<file path="src/rtl/phase_scheduler_if.sv">
// Stage handshake bundle for phase_scheduler: pause/game-over/done requests
// into the scheduler; stage enables, phase code, frame and watchdog status out.
interface phase_scheduler_if #(
  parameter int FRAME_W = 8
);
  logic               pause_i;
  logic               game_over_i;
  logic               d_inp_i;
  logic               d_act_i;
  logic               d_disp_i;
  logic               e_inp_o;
  logic               e_act_o;
  logic               e_disp_o;
  logic [2:0]         phase_o;
  logic [FRAME_W-1:0] frame_o;
  logic               timeout_o;
  logic [3:0]         to_cnt_o;

  modport master (
    input  pause_i, game_over_i,
    input  d_inp_i, d_act_i, d_disp_i,
    output e_inp_o, e_act_o, e_disp_o,
    output phase_o, frame_o,
    output timeout_o, to_cnt_o
  );

  modport slave (
    output pause_i, game_over_i,
    output d_inp_i, d_act_i, d_disp_i,
    input  e_inp_o, e_act_o, e_disp_o,
    input  phase_o, frame_o,
    input  timeout_o, to_cnt_o
  );
endinterface

</file>
<file path="src/rtl/phase_scheduler.sv">
// Sequences input/action/display stages one at a time with a per-phase watchdog.
// Ports: clk, rst_n (async low), ena (freeze when low), bus (master side).
module phase_scheduler #(
  parameter int TO_CYCLES = 50000,
  parameter int TO_W      = 16,
  parameter int FRAME_W   = 8
) (
  input  logic                clk,
  input  logic                rst_n,
  input  logic                ena,
  phase_scheduler_if.master   bus
);

  typedef enum logic [2:0] {
    S_IDLE    = 3'd0,
    S_INPUT   = 3'd1,
    S_ACTION  = 3'd2,
    S_DISPLAY = 3'd3,
    S_PAUSED  = 3'd4,
    S_OVER    = 3'd5
  } state_t;

  localparam logic [TO_W-1:0] LIMIT = TO_W'(TO_CYCLES - 1);

  state_t          state;
  state_t          nxt;
  logic [TO_W-1:0] wd;
  logic            active;
  logic            done;
  logic            adv;
  logic            to_evt;

  always_comb begin
    nxt    = state;
    active = 1'b0;
    done   = 1'b0;
    unique case (1'b1)
      state == S_INPUT: begin
        active = 1'b1;
        done   = bus.d_inp_i;
      end
      state == S_ACTION: begin
        active = 1'b1;
        done   = bus.d_act_i;
      end
      state == S_DISPLAY: begin
        active = 1'b1;
        done   = bus.d_disp_i;
      end
      default: ;
    endcase

    // A done on the limit edge wins: it is a normal advance.
    adv    = active && (done || wd == LIMIT);
    to_evt = adv && !done;

    case (state)
      S_IDLE:    nxt = S_INPUT;
      S_INPUT:   if (adv) nxt = S_ACTION;
      S_ACTION:
        if (adv)
          nxt = bus.game_over_i ? S_OVER : S_DISPLAY;
      S_DISPLAY:
        if (adv)
          nxt = bus.pause_i ? S_PAUSED : S_INPUT;
      S_PAUSED:  if (!bus.pause_i) nxt = S_INPUT;
      S_OVER:    nxt = S_OVER;
      default:   nxt = S_IDLE;
    endcase
  end

  always_ff @(posedge clk or negedge rst_n) begin
    if (!rst_n) begin
      state         <= S_IDLE;
      wd            <= '0;
      bus.e_inp_o   <= 1'b0;
      bus.e_act_o   <= 1'b0;
      bus.e_disp_o  <= 1'b0;
      bus.phase_o   <= 3'd0;
      bus.frame_o   <= '0;
      bus.timeout_o <= 1'b0;
      bus.to_cnt_o  <= 4'd0;
    end else if (ena) begin
      state         <= nxt;
      // Enables decode the next state so they flip on the same edge.
      bus.e_inp_o   <= (nxt == S_INPUT);
      bus.e_act_o   <= (nxt == S_ACTION);
      bus.e_disp_o  <= (nxt == S_DISPLAY) || (nxt == S_OVER);
      bus.phase_o   <= nxt;
      bus.timeout_o <= to_evt;
      if (to_evt && bus.to_cnt_o != 4'd15)
        bus.to_cnt_o <= bus.to_cnt_o + 4'd1;
      if (state == S_DISPLAY && adv)
        bus.frame_o <= bus.frame_o + 1'b1;
      if (!active || nxt != state)
        wd <= '0;
      else
        wd <= wd + 1'b1;
    end
  end

endmodule
</file>
<file path="src/flat_wrapper.sv">
// flat-port wrapper written by rule: the top's interface ports become plain ports
module phase_scheduler_flat 
#(
  parameter int TO_CYCLES = 50000,
  parameter int TO_W      = 16,
  parameter int FRAME_W   = 8
)
  (clk, rst_n, ena, bus_pause_i, bus_game_over_i, bus_d_inp_i, bus_d_act_i, bus_d_disp_i, bus_e_inp_o, bus_e_act_o, bus_e_disp_o, bus_phase_o, bus_frame_o, bus_timeout_o, bus_to_cnt_o);
  phase_scheduler_if #(.FRAME_W(FRAME_W)) bus_i ();
  input  logic clk;
  input  logic rst_n;
  input  logic ena;
  input wire logic [$bits(bus_i.pause_i)-1:0] bus_pause_i;
  input wire logic [$bits(bus_i.game_over_i)-1:0] bus_game_over_i;
  input wire logic [$bits(bus_i.d_inp_i)-1:0] bus_d_inp_i;
  input wire logic [$bits(bus_i.d_act_i)-1:0] bus_d_act_i;
  input wire logic [$bits(bus_i.d_disp_i)-1:0] bus_d_disp_i;
  output wire logic [$bits(bus_i.e_inp_o)-1:0] bus_e_inp_o;
  output wire logic [$bits(bus_i.e_act_o)-1:0] bus_e_act_o;
  output wire logic [$bits(bus_i.e_disp_o)-1:0] bus_e_disp_o;
  output wire logic [$bits(bus_i.phase_o)-1:0] bus_phase_o;
  output wire logic [$bits(bus_i.frame_o)-1:0] bus_frame_o;
  output wire logic [$bits(bus_i.timeout_o)-1:0] bus_timeout_o;
  output wire logic [$bits(bus_i.to_cnt_o)-1:0] bus_to_cnt_o;
  assign bus_i.pause_i = bus_pause_i;
  assign bus_i.game_over_i = bus_game_over_i;
  assign bus_i.d_inp_i = bus_d_inp_i;
  assign bus_i.d_act_i = bus_d_act_i;
  assign bus_i.d_disp_i = bus_d_disp_i;
  assign bus_e_inp_o = bus_i.e_inp_o;
  assign bus_e_act_o = bus_i.e_act_o;
  assign bus_e_disp_o = bus_i.e_disp_o;
  assign bus_phase_o = bus_i.phase_o;
  assign bus_frame_o = bus_i.frame_o;
  assign bus_timeout_o = bus_i.timeout_o;
  assign bus_to_cnt_o = bus_i.to_cnt_o;
  phase_scheduler #(.TO_CYCLES(TO_CYCLES), .TO_W(TO_W), .FRAME_W(FRAME_W)) u_core (.clk(clk), .rst_n(rst_n), .ena(ena), .bus(bus_i));
endmodule
</file>
<file path="config.mk">
export PLATFORM = sky130hd
export DESIGN_NAME = phase_scheduler_flat
export DESIGN_NICKNAME = d
export VERILOG_FILES = /design/src/rtl/phase_scheduler_if.sv /design/src/rtl/phase_scheduler.sv /design/src/flat_wrapper.sv
export SDC_FILE = /design/constraint.sdc
export NUM_CORES = 1
export LEC_CHECK = 0
export CAP_MARGIN = 10
export CORE_MARGIN = 5
export CORE_UTILIZATION = 58
export DETAILED_ROUTE_END_ITERATION = 8
export PLACE_DENSITY = 0.84
export SLEW_MARGIN = 25
export SYNTH_ARGS = -nofsm -noshare
export SYNTH_HDL_FRONTEND = slang
export SYNTH_SLANG_ARGS = --single-unit
</file>
<file path="constraint.sdc">
create_clock -name clk -period 6.2 [get_ports clk]
set_input_delay 0.62 -clock clk [delete_from_list [all_inputs] [get_ports clk]]
set_output_delay 0.62 -clock clk [all_outputs]
set_load 0.02 [all_outputs]
</file>
==> results of run 1 <==
-- layout make-up --
cell class                      count  area share
Clock buffer                        7     0.02009
Sequential cell                    35      0.3906
Inverter                            9     0.01507
Multi-Input combinational cell    138      0.4269
Timing Repair Buffer               27      0.1194
Clock inverter                      1    0.002232
Tap cell                           46     0.02567
-- worst max-delay path by stage --
stage | startpoint | slack [ps] | cells after the start | end
6_report | u_core.wd[10]$_DFFE_PN0P_ | 3690 | 5 | u_core.wd[5]$_DFFE_PN0P_
5_1_grt | u_core.wd[0]$_DFFE_PN0P_ | 3370 | 6 | u_core.wd[7]$_DFFE_PN0P_
4_1_cts | u_core.wd[10]$_DFFE_PN0P_ | 3700 | 5 | u_core.wd[5]$_DFFE_PN0P_
3_5_place_dp | ena | 3520 | 4 | u_core.bus.frame_o[1]$_DFFE_PN0P_
3_3_place_gp | ena | 3580 | 4 | u_core.bus.frame_o[1]$_DFFE_PN0P_
2_1_floorplan | u_core.wd[5]$_DFFE_PN0P_ | 4210 | 6 | u_core.bus.frame_o[1]$_DFFE_PN0P_
-- layout by cell type, fill, tap and decap left out, drive strengths merged, types with 4 or more instances in the layout --
cell	count
dfrtp	35
clkbuf	7
clkdlybuf4s50	26
nand2b	4
xnor2	9
o21ai	11
nand2	14
xor2	11
nor2	15
inv	9
nand4	9
and3	11
nand3	8
-- power groups by stage --
stage / clock (mW) / combinational (mW) / sequential [mW]
after floorplan: 0 / 0.198 / 0.363
after global placement: 0 / 0.320 / 0.341
after detailed placement: 0 / 0.329 / 0.344
after CTS: 0.120 / 0.331 / 0.340
after global routing: 0.129 / 0.361 / 0.351
final: 0.116 / 0.329 / 0.341
-- critical path, cell delays in order (launching register included) --
cell	delay [ps]
dfrtp_1	450
or4b_4	540
nor4_4	430
nor3b_1	200
nor2b_1	620
nor2_1	120
-- state kept, by name, summed over array words and instances, names as in the netlist --
register and cells:
u_core.bus.e_inp_o 1, u_core.bus.to_cnt_o 4, u_core.bus.timeout_o 1, u_core.bus.phase_o 3
u_core.bus.e_disp_o 1, u_core.bus.frame_o 8, u_core.wd 16, u_core.bus.e_act_o 1
-- layer usage --
layer / wire length (um) / share of wire
met1: 1821 / 0.47
met2: 1834 / 0.47
met3: 204 / 0.052
met4: 44 / 0.011
met5: 0 / 0
-- logic make-up (layout without fill, tap and decap cells) --
logic type      count (synthesis)  count (layout)  share of synthesized area
flops                          35              35                     0.4513
xor+xnor                       20              20                    0.09027
simple gates                   80              80                     0.2444
compound gates                 29              29                     0.1025
mux                             6               6                    0.03675
fa+ha+maj                       3               3                    0.01934
buf+inv                        18              44                    0.05545
==> run summary, run 1 <==
CTS Sinks: 35
Req. time, crit path: 6390 ps
First-pass GRT wire length: 6.665 mm
Gr usage total: 0.1948
Worst hold start: u_core.bus.frame_o[7]$_DFFE_PN0P_
Filler instances: 265
CTS max path bufs: 2
Total congestion overflow: 0
Async SR Flop Fraction: 1.000
DRC: 0
Register share of total power: 0.434
Drt wl/cell: 14.84 um
Int Pwr: 0.4749 mW
Slew @ Worst Pin: 730.5 ps
Worst min-delay path endpoint: u_core.bus.frame_o[7]$_DFFE_PN0P_
Footprint of the multi-input gates: 957.2 um2
Power Density: 350.8 nW/um2
Setup crit end kind: register
Crit start category: register
RSZ-0062 raised after global routing: false
Sw frac: 0.3963
Gr busiest metal: met2
Min Tclk post-route: 2510 ps
Crit path kind: register to register
Number of synthesized flops with an enable pin: 0
Final Power: 0.7866 mW
Clock group share of total power: 0.148
Maximum vdd ir drop: 0.2639 mV
Hold_buf cts: 0
Yosys top cell by area: dfrtp_1
Synthesis-to-layout area growth: 15.54%
Synth top area share: 0.4513
Clk_lat worst skew: 340 ps
Setup violators final: 0
Status: completed
CTS tree: built
Setup Skew: 6.650 ps
Fin. max-slew vios: 0
Site row count: 21
Met1 Resource Use GR: 0.2468
Sw power: 0.3117 mW
Register area: 875.8 um2
Final Hold Fails: 0
Post_cts resized: 0
Vias in the first global route: 1490
IO Pins: 27
Syn avg cell area: 10.16 um2
DRT Pass-1 Iters: 4
Post-CTS setup buffers: 0
Synth cell types: 49
Final WL: 3.904 mm
Reg2reg setup slack: 3690 ps
Hold WC Path Type: register to register
Most frequent cell after synthesis: dfrtp_1
Most instantiated cells after synthesis: dfrtp_1, nor2_1, nand2_1
Die height: 67.85 um
Post-Syn Instances: 191
Setup_tns: 0 ps
Detailed Place HPWL: 2.742 mm
Antenna violations before repair: 0
Routing usage on met2: 0.3074
Diodes inserted: 0
Total CTS buffers: 5
Crit path DAT: 2710 ps
Layout Nets: 227
Dpl cells: 255
Largest net degree at the start of global routing: 36
Post-Syn Area: 1941 um2
Worst flop-to-flop path endpoint: u_core.wd[5]$_DFFE_PN0P_
Die X-Extent: 67.85 um
Post-synthesis sequential area ratio: 0.4513
H-Tree Level Count: 2
Yosys warning count: 0
Synth Register Bits: 35
Die ar.: 4603 um2
Slew margin rel.: 0.5120
Layout cell share with drive strength beyond 1: 0.09217
Via Count: 1535
Final Util: 0.6827
Worst r2r src: u_core.wd[10]$_DFFE_PN0P_
Final worst-path cycle share: 0.4049
Final Worst Setup Slack: 3690 ps
GP Congestion: 0.8386
Logic gate share of total power: 0.418
Vias/cell: 5.837
Crit-path max FO: 11
Hold WS: 491.3 ps
Area after DPL: 2192 um2
Layout Cells excl Fill: 263
Worst-path clk slew: 100 ps
Top FF cell, synth: dfrtp_1
Max-Cap Viols: 0
GR Util met3: 0.06568
R2R depth: 5
CTS Root Cell: clkbuf_4
DP Worst Slack: 3523 ps
P_leak: 0.9961 nW
Drt initial violations: 77
Top cells by area, synth: dfrtp_1, xor2_1, xnor2_1
Initial Utilization: 0.5909
I/O Buffers: 26
Hold-critical path depth: 1
Final ANT Viol Nets: 0
Final instance area: 2242 um2
F_max: 0.3983 GHz
Core area: 3284 um2
Synthesized net count: 202
Note: power is estimated with default switching activity, not from simulation.
==> run 2: changes to the inputs <==
--- a/config.mk
+++ b/config.mk
@@ -7,9 +7,9 @@
 export LEC_CHECK = 0
 export CAP_MARGIN = 10
 export CORE_MARGIN = 5
-export CORE_UTILIZATION = 58
+export CORE_UTILIZATION = 49
 export DETAILED_ROUTE_END_ITERATION = 8
-export PLACE_DENSITY = 0.84
+export PLACE_DENSITY = 0.76
 export SLEW_MARGIN = 25
 export SYNTH_ARGS = -nofsm -noshare
 export SYNTH_HDL_FRONTEND = slang
==> constraint.sdc (replaced) <==
create_clock -name clk -period 2.2 [get_ports clk]
set_input_delay 0.22 -clock clk [delete_from_list [all_inputs] [get_ports clk]]
set_output_delay 0.22 -clock clk [all_outputs]
set_load 0.02 [all_outputs]
==> run 2 against run 1 <==
Power rose to 3.1 times the previous value. Largest cell class unchanged. Routed wire length rose by 0.28%. Critical endpoint is now u_core.bus.frame_o[1]$_DFFE_PN0P_. Setup slack lost 3500 ps.
==> run summary, run 2 (synthesis results as in run 1) <==
Setup violators final: 0
Filler instances: 353
Antenna violations before repair: 0
Min Tclk post-route: 2036 ps
CTS Sinks: 35
Total CTS buffers: 5
Final Hold Fails: 0
P_leak: 1.057 nW
H-Tree Level Count: 2
Final Worst Setup Slack: 163.6 ps
Die ar.: 5319 um2
CTS tree: built
I/O Buffers: 26
Via Count: 1518
CTS Root Cell: clkbuf_8
Req. time, crit path: 2370 ps
Total congestion overflow: 0
Synthesis-to-layout area growth: 21.28%
Commonest non-fill, non-tap cell in the layout: dfrtp_1
Final ANT Viol Nets: 0
Logic gate share of total power: 0.440
Dpl cells: 266
Slew margin rel.: 0.7036
Final WL: 3.915 mm
Post-CTS setup buffers: 0
Sw frac: 0.3695
F_max: 0.4911 GHz
Die X-Extent: 72.93 um
Slew @ Worst Pin: 442.6 ps
Layout Cells excl Fill: 273
Layout cell share with drive strength beyond 1: 0.1422
Hold WS: 345.9 ps
Diodes inserted: 0
Layout Nets: 236
Clock group share of total power: 0.189
Detailed Place HPWL: 2.781 mm
Power Density: 1027 nW/um2
Max reg flops: 16
Largest net degree at the start of global routing: 36
Crit path kind: register to register
Gr usage total: 0.1642
Drt initial violations: 77
Maximum vdd ir drop: 0.6031 mV
DRC: 0
Largest regs: u_core.wd (16), u_core.bus.frame_o (8), u_core.bus.to_cnt_o (4)
Sw power: 0.8928 mW
Most frequent cells in the layout: dfrtp_1, clkdlybuf4s50_1, nor2_1
Hold WC Path Type: input port to async pin
Crit start category: register
Site row count: 22
Initial Utilization: 0.5184
Fin. max-slew vios: 0
CTS max path bufs: 2
Max-Cap Viols: 0
Register area: 875.8 um2
RSZ-0062 raised after global routing: false
Int Pwr: 1.524 mW
DP Worst Slack: -10.14 ps
Footprint of the multi-input gates: 960.9 um2
Vias in the first global route: 1601
Register share of total power: 0.371
IO Pins: 27
Core area: 3744 um2
Status: completed
Register with the most flip-flops: u_core.wd
DRT Pass-1 Iters: 4
Die height: 72.93 um
Final worst-path cycle share: 0.9257
Hold_buf cts: 0
First-pass GRT wire length: 6.900 mm
Crit path DAT: 2210 ps
Vias/cell: 5.560
Drt wl/cell: 14.34 um
Setup crit end kind: register
Setup Skew: 3.890 ps
GP Congestion: 0.7812
Clk_lat worst skew: 280 ps
Worst-path clk slew: 70 ps
Crit-path max FO: 8
==> run 2: changes by cell type in the layout (fill, tap and decap cells not counted) <==
cell	change
buf_4	+9
clkbuf_1	-2
clkbuf_4	-5
clkbuf_8	+6
nor2b_1	-1
nor2b_2	+1
o2111a_1	-1
o2111a_2	+1
==> run 2: final timing paths <==
kind	cells after the start	end	slack, ps	start
setup / recovery	4	u_core.bus.frame_o[1]$_DFFE_PN0P_	160	u_core.wd[5]$_DFFE_PN0P_
hold / removal	2	u_core.bus.to_cnt_o[2]$_DFFE_PN0P_	350	rst_n
setup reg to reg	4	u_core.bus.frame_o[1]$_DFFE_PN0P_	160	u_core.wd[5]$_DFFE_PN0P_
hold reg to reg	1	u_core.bus.frame_o[7]$_DFFE_PN0P_	480	u_core.bus.frame_o[7]$_DFFE_PN0P_
max in group asynchronous	2	u_core.wd[7]$_DFFE_PN0P_	1540	rst_n
min in group clk	1	u_core.bus.frame_o[7]$_DFFE_PN0P_	480	u_core.bus.frame_o[7]$_DFFE_PN0P_
==> run 2: timing repair <==
action	CTS	global route
gates resized for setup	1	1
endpoints found under the setup margin	6	2
cloned	0	0
==> run 2: cell type report <==
cell class                      count  share of cell area
Tap cell                           48             0.02552
Clock inverter                      1            0.002127
Timing Repair Buffer               36              0.1425
Sequential cell                    35              0.3721
Multi-Input combinational cell    138              0.4083
Inverter                            9             0.01435
Clock buffer                        6             0.03509
==> run 2: critical path: stages, from the launching register on <==
cell and delay (ps):
dfrtp_1 410, or4b_4 550, nor4_4 260, o2111a_2 350, mux2_2 350
==> run 2: power groups by stage <==
stage / registers [mW] / logic, mW / clock network (mW)
floorplan: 1.02 / 0.558 / 0
global placement: 0.906 / 1.05 / 0
detailed placement: 0.908 / 1.06 / 0
CTS: 0.901 / 1.07 / 0.469
global route: 0.920 / 1.17 / 0.501
finish: 0.898 / 1.06 / 0.457
==> run 2: layer usage <==
metal  share of wire  GRT usage  vias up  routed length (um)
met3           0.035    0.04132        7                 136
met5               0          0        -                   0
met4           0.014    0.04918        0                  55
met1            0.49     0.2097      735                1911
met2            0.46     0.2735       28                1812
li1                -          -      748                   -
==> run 2: stage by stage <==
step	utilization	area, um2	total power, mW	setup TNS [ps]
final	0.6287	2354	2.417	0
after global routing	0.6287	2354	2.594	0
after CTS	0.6283	2352	2.438	0
after detailed placement	0.6043	2262	1.966	-19.02
after global placement	0.6043	2262	1.954	0
after floorplan	-	1941	1.581	0
==> run 3: changes to the inputs <==
--- a/config.mk
+++ b/config.mk
@@ -9,7 +9,7 @@
 export CORE_MARGIN = 5
 export CORE_UTILIZATION = 49
 export DETAILED_ROUTE_END_ITERATION = 8
-export PLACE_DENSITY = 0.76
+export PLACE_DENSITY = 0.8
 export SLEW_MARGIN = 25
 export SYNTH_ARGS = -nofsm -noshare
 export SYNTH_HDL_FRONTEND = slang
==> run 3 against run 2 <==
Flip-flop and latch count did not move. Combinational power barely moved. Critical path depth rose by 1. Die area did not move.
==> run summary, run 3 (synthesis results as in run 1) <==
IO Pins: 27
Crit path kind: register to register
Layout cell share with drive strength beyond 1: 0.1460
Hold WS: 334.8 ps
Filler instances: 334
Crit path DAT: 2250 ps
Layout Nets: 236
I/O Buffers: 26
Drt initial violations: 83
Final Hold Fails: 0
Register with the most flip-flops: u_core.wd
DRC: 0
Final instance area: 2355 um2
H-Tree Level Count: 2
Initial Utilization: 0.5184
Setup_tns: 0 ps
Largest regs: u_core.wd (16), u_core.bus.frame_o (8), u_core.bus.to_cnt_o (4)
CTS Sinks: 35
Hold_buf cts: 0
Final ANT Viol Nets: 0
First-pass GRT wire length: 7.003 mm
Vias/cell: 5.617
P_leak: 1.050 nW
Total congestion overflow: 0
Die ar.: 5319 um2
F_max: 0.4839 GHz
Diodes inserted: 0
Crit start category: register
Detailed Place HPWL: 2.769 mm
Fin. max-slew vios: 0
Max reg flops: 16
Register area: 875.8 um2
Setup Skew: 8.196 ps
Die height: 72.93 um
Power Density: 1039 nW/um2
Drt wl/cell: 14.60 um
Commonest non-fill, non-tap cell in the layout: dfrtp_1
Setup crit end kind: register
Clk_lat worst skew: 300 ps
Worst-path clk slew: 80 ps
Largest net degree at the start of global routing: 36
Hold WC Path Type: input port to async pin
DRT Pass-1 Iters: 4
CTS Root Cell: clkbuf_8
Synthesis-to-layout area growth: 21.34%
Area after DPL: 2262 um2
CTS tree: built
Max-Cap Viols: 0
GP Congestion: 0.8522
Site row count: 22
Status: completed
Setup violators final: 0
Min Tclk post-route: 2067 ps
Die X-Extent: 72.93 um
Vias in the first global route: 1533
Maximum vdd ir drop: 0.8899 mV
Gr usage total: 0.1708
Req. time, crit path: 2380 ps
CTS max path bufs: 2
Total CTS buffers: 5
Final WL: 4.000 mm
Via Count: 1539
Core area: 3744 um2
Antenna violations before repair: 0
Footprint of the multi-input gates: 960.9 um2
Slew margin rel.: 0.7046
RSZ-0062 raised after global routing: false
Final Util: 0.6290
Slew @ Worst Pin: 443.1 ps
Final worst-path cycle share: 0.9393
Most frequent cells in the layout: dfrtp_1, clkdlybuf4s50_1, nor2_1
Crit-path max FO: 8
==> run 3: changes by cell type in the layout (fill, tap and decap cells not counted) <==
| cell | previous run | this run |
|---|---|---|
| clkbuf_8 | 6 | 5 |
| clkinvlp_4 | 0 | 2 |
==> run 3: worst max-delay path: stages, from the launching register on <==
cell,delay [ps]
dfrtp_1,400
ha_1,230
nand4b_1,200
nor4_4,420
o2111a_2,350
mux2_2,360
==> run 3: worst paths after layout <==
check                                                   from                            endpoint  slack [ps]  cells after the start
hold / removal                                         rst_n  u_core.bus.to_cnt_o[2]$_DFFE_PN0P_         330                      2
min in group clk           u_core.bus.frame_o[7]$_DFFE_PN0P_   u_core.bus.frame_o[7]$_DFFE_PN0P_         490                      1
max in group asynchronous                              rst_n            u_core.wd[7]$_DFFE_PN0P_        1540                      2
setup / recovery                    u_core.wd[0]$_DFFE_PN0P_   u_core.bus.frame_o[1]$_DFFE_PN0P_         130                      5
setup reg to reg                    u_core.wd[0]$_DFFE_PN0P_   u_core.bus.frame_o[1]$_DFFE_PN0P_         130                      5
hold reg to reg            u_core.bus.frame_o[7]$_DFFE_PN0P_   u_core.bus.frame_o[7]$_DFFE_PN0P_         490                      1
==> run 3: repair_timing <==
action / CTS / global route
setup endpoints to repair: 10 / 2
cloned: 0 / 0
endpoints found under the hold margin: 0 / 0
gates resized for setup: 1 / 1
setup buffers: 0 / 0
==> run 3: metrics by stage <==
stage	power, mW	cells	setup WS, ps
final	2.448	274	133.5
after global routing	2.628	274	14.23
after CTS	2.467	274	61.00
after detailed placement	1.980	266	11.62
after global placement	1.956	266	53.66
after floorplan	1.581	191	207.9
==> run 3: area by class of cell <==
class	count	area share
inverter	9	0.01435
clock buffer	5	0.02922
multi-input combinational	138	0.4081
timing repair buffer	36	0.1424
clock inverter	3	0.008502
tap	48	0.02550
sequential	35	0.3719
==> run 3: power breakdown <==
group | total (mW) | internal (mW) | leakage [nW] | switching [mW]
registers | 0.905 | 0.770 | 0.472 | 0.136
clock network | 0.469 | 0.220 | 0.0402 | 0.249
logic | 1.07 | 0.512 | 0.538 | 0.561
==> run 3: routing by layer <==
metal	part of all wire	GRT usage
met4	0.018	0.06967
met3	0.051	0.05510
met5	0	0
met2	0.45	0.2575
met1	0.48	0.2258
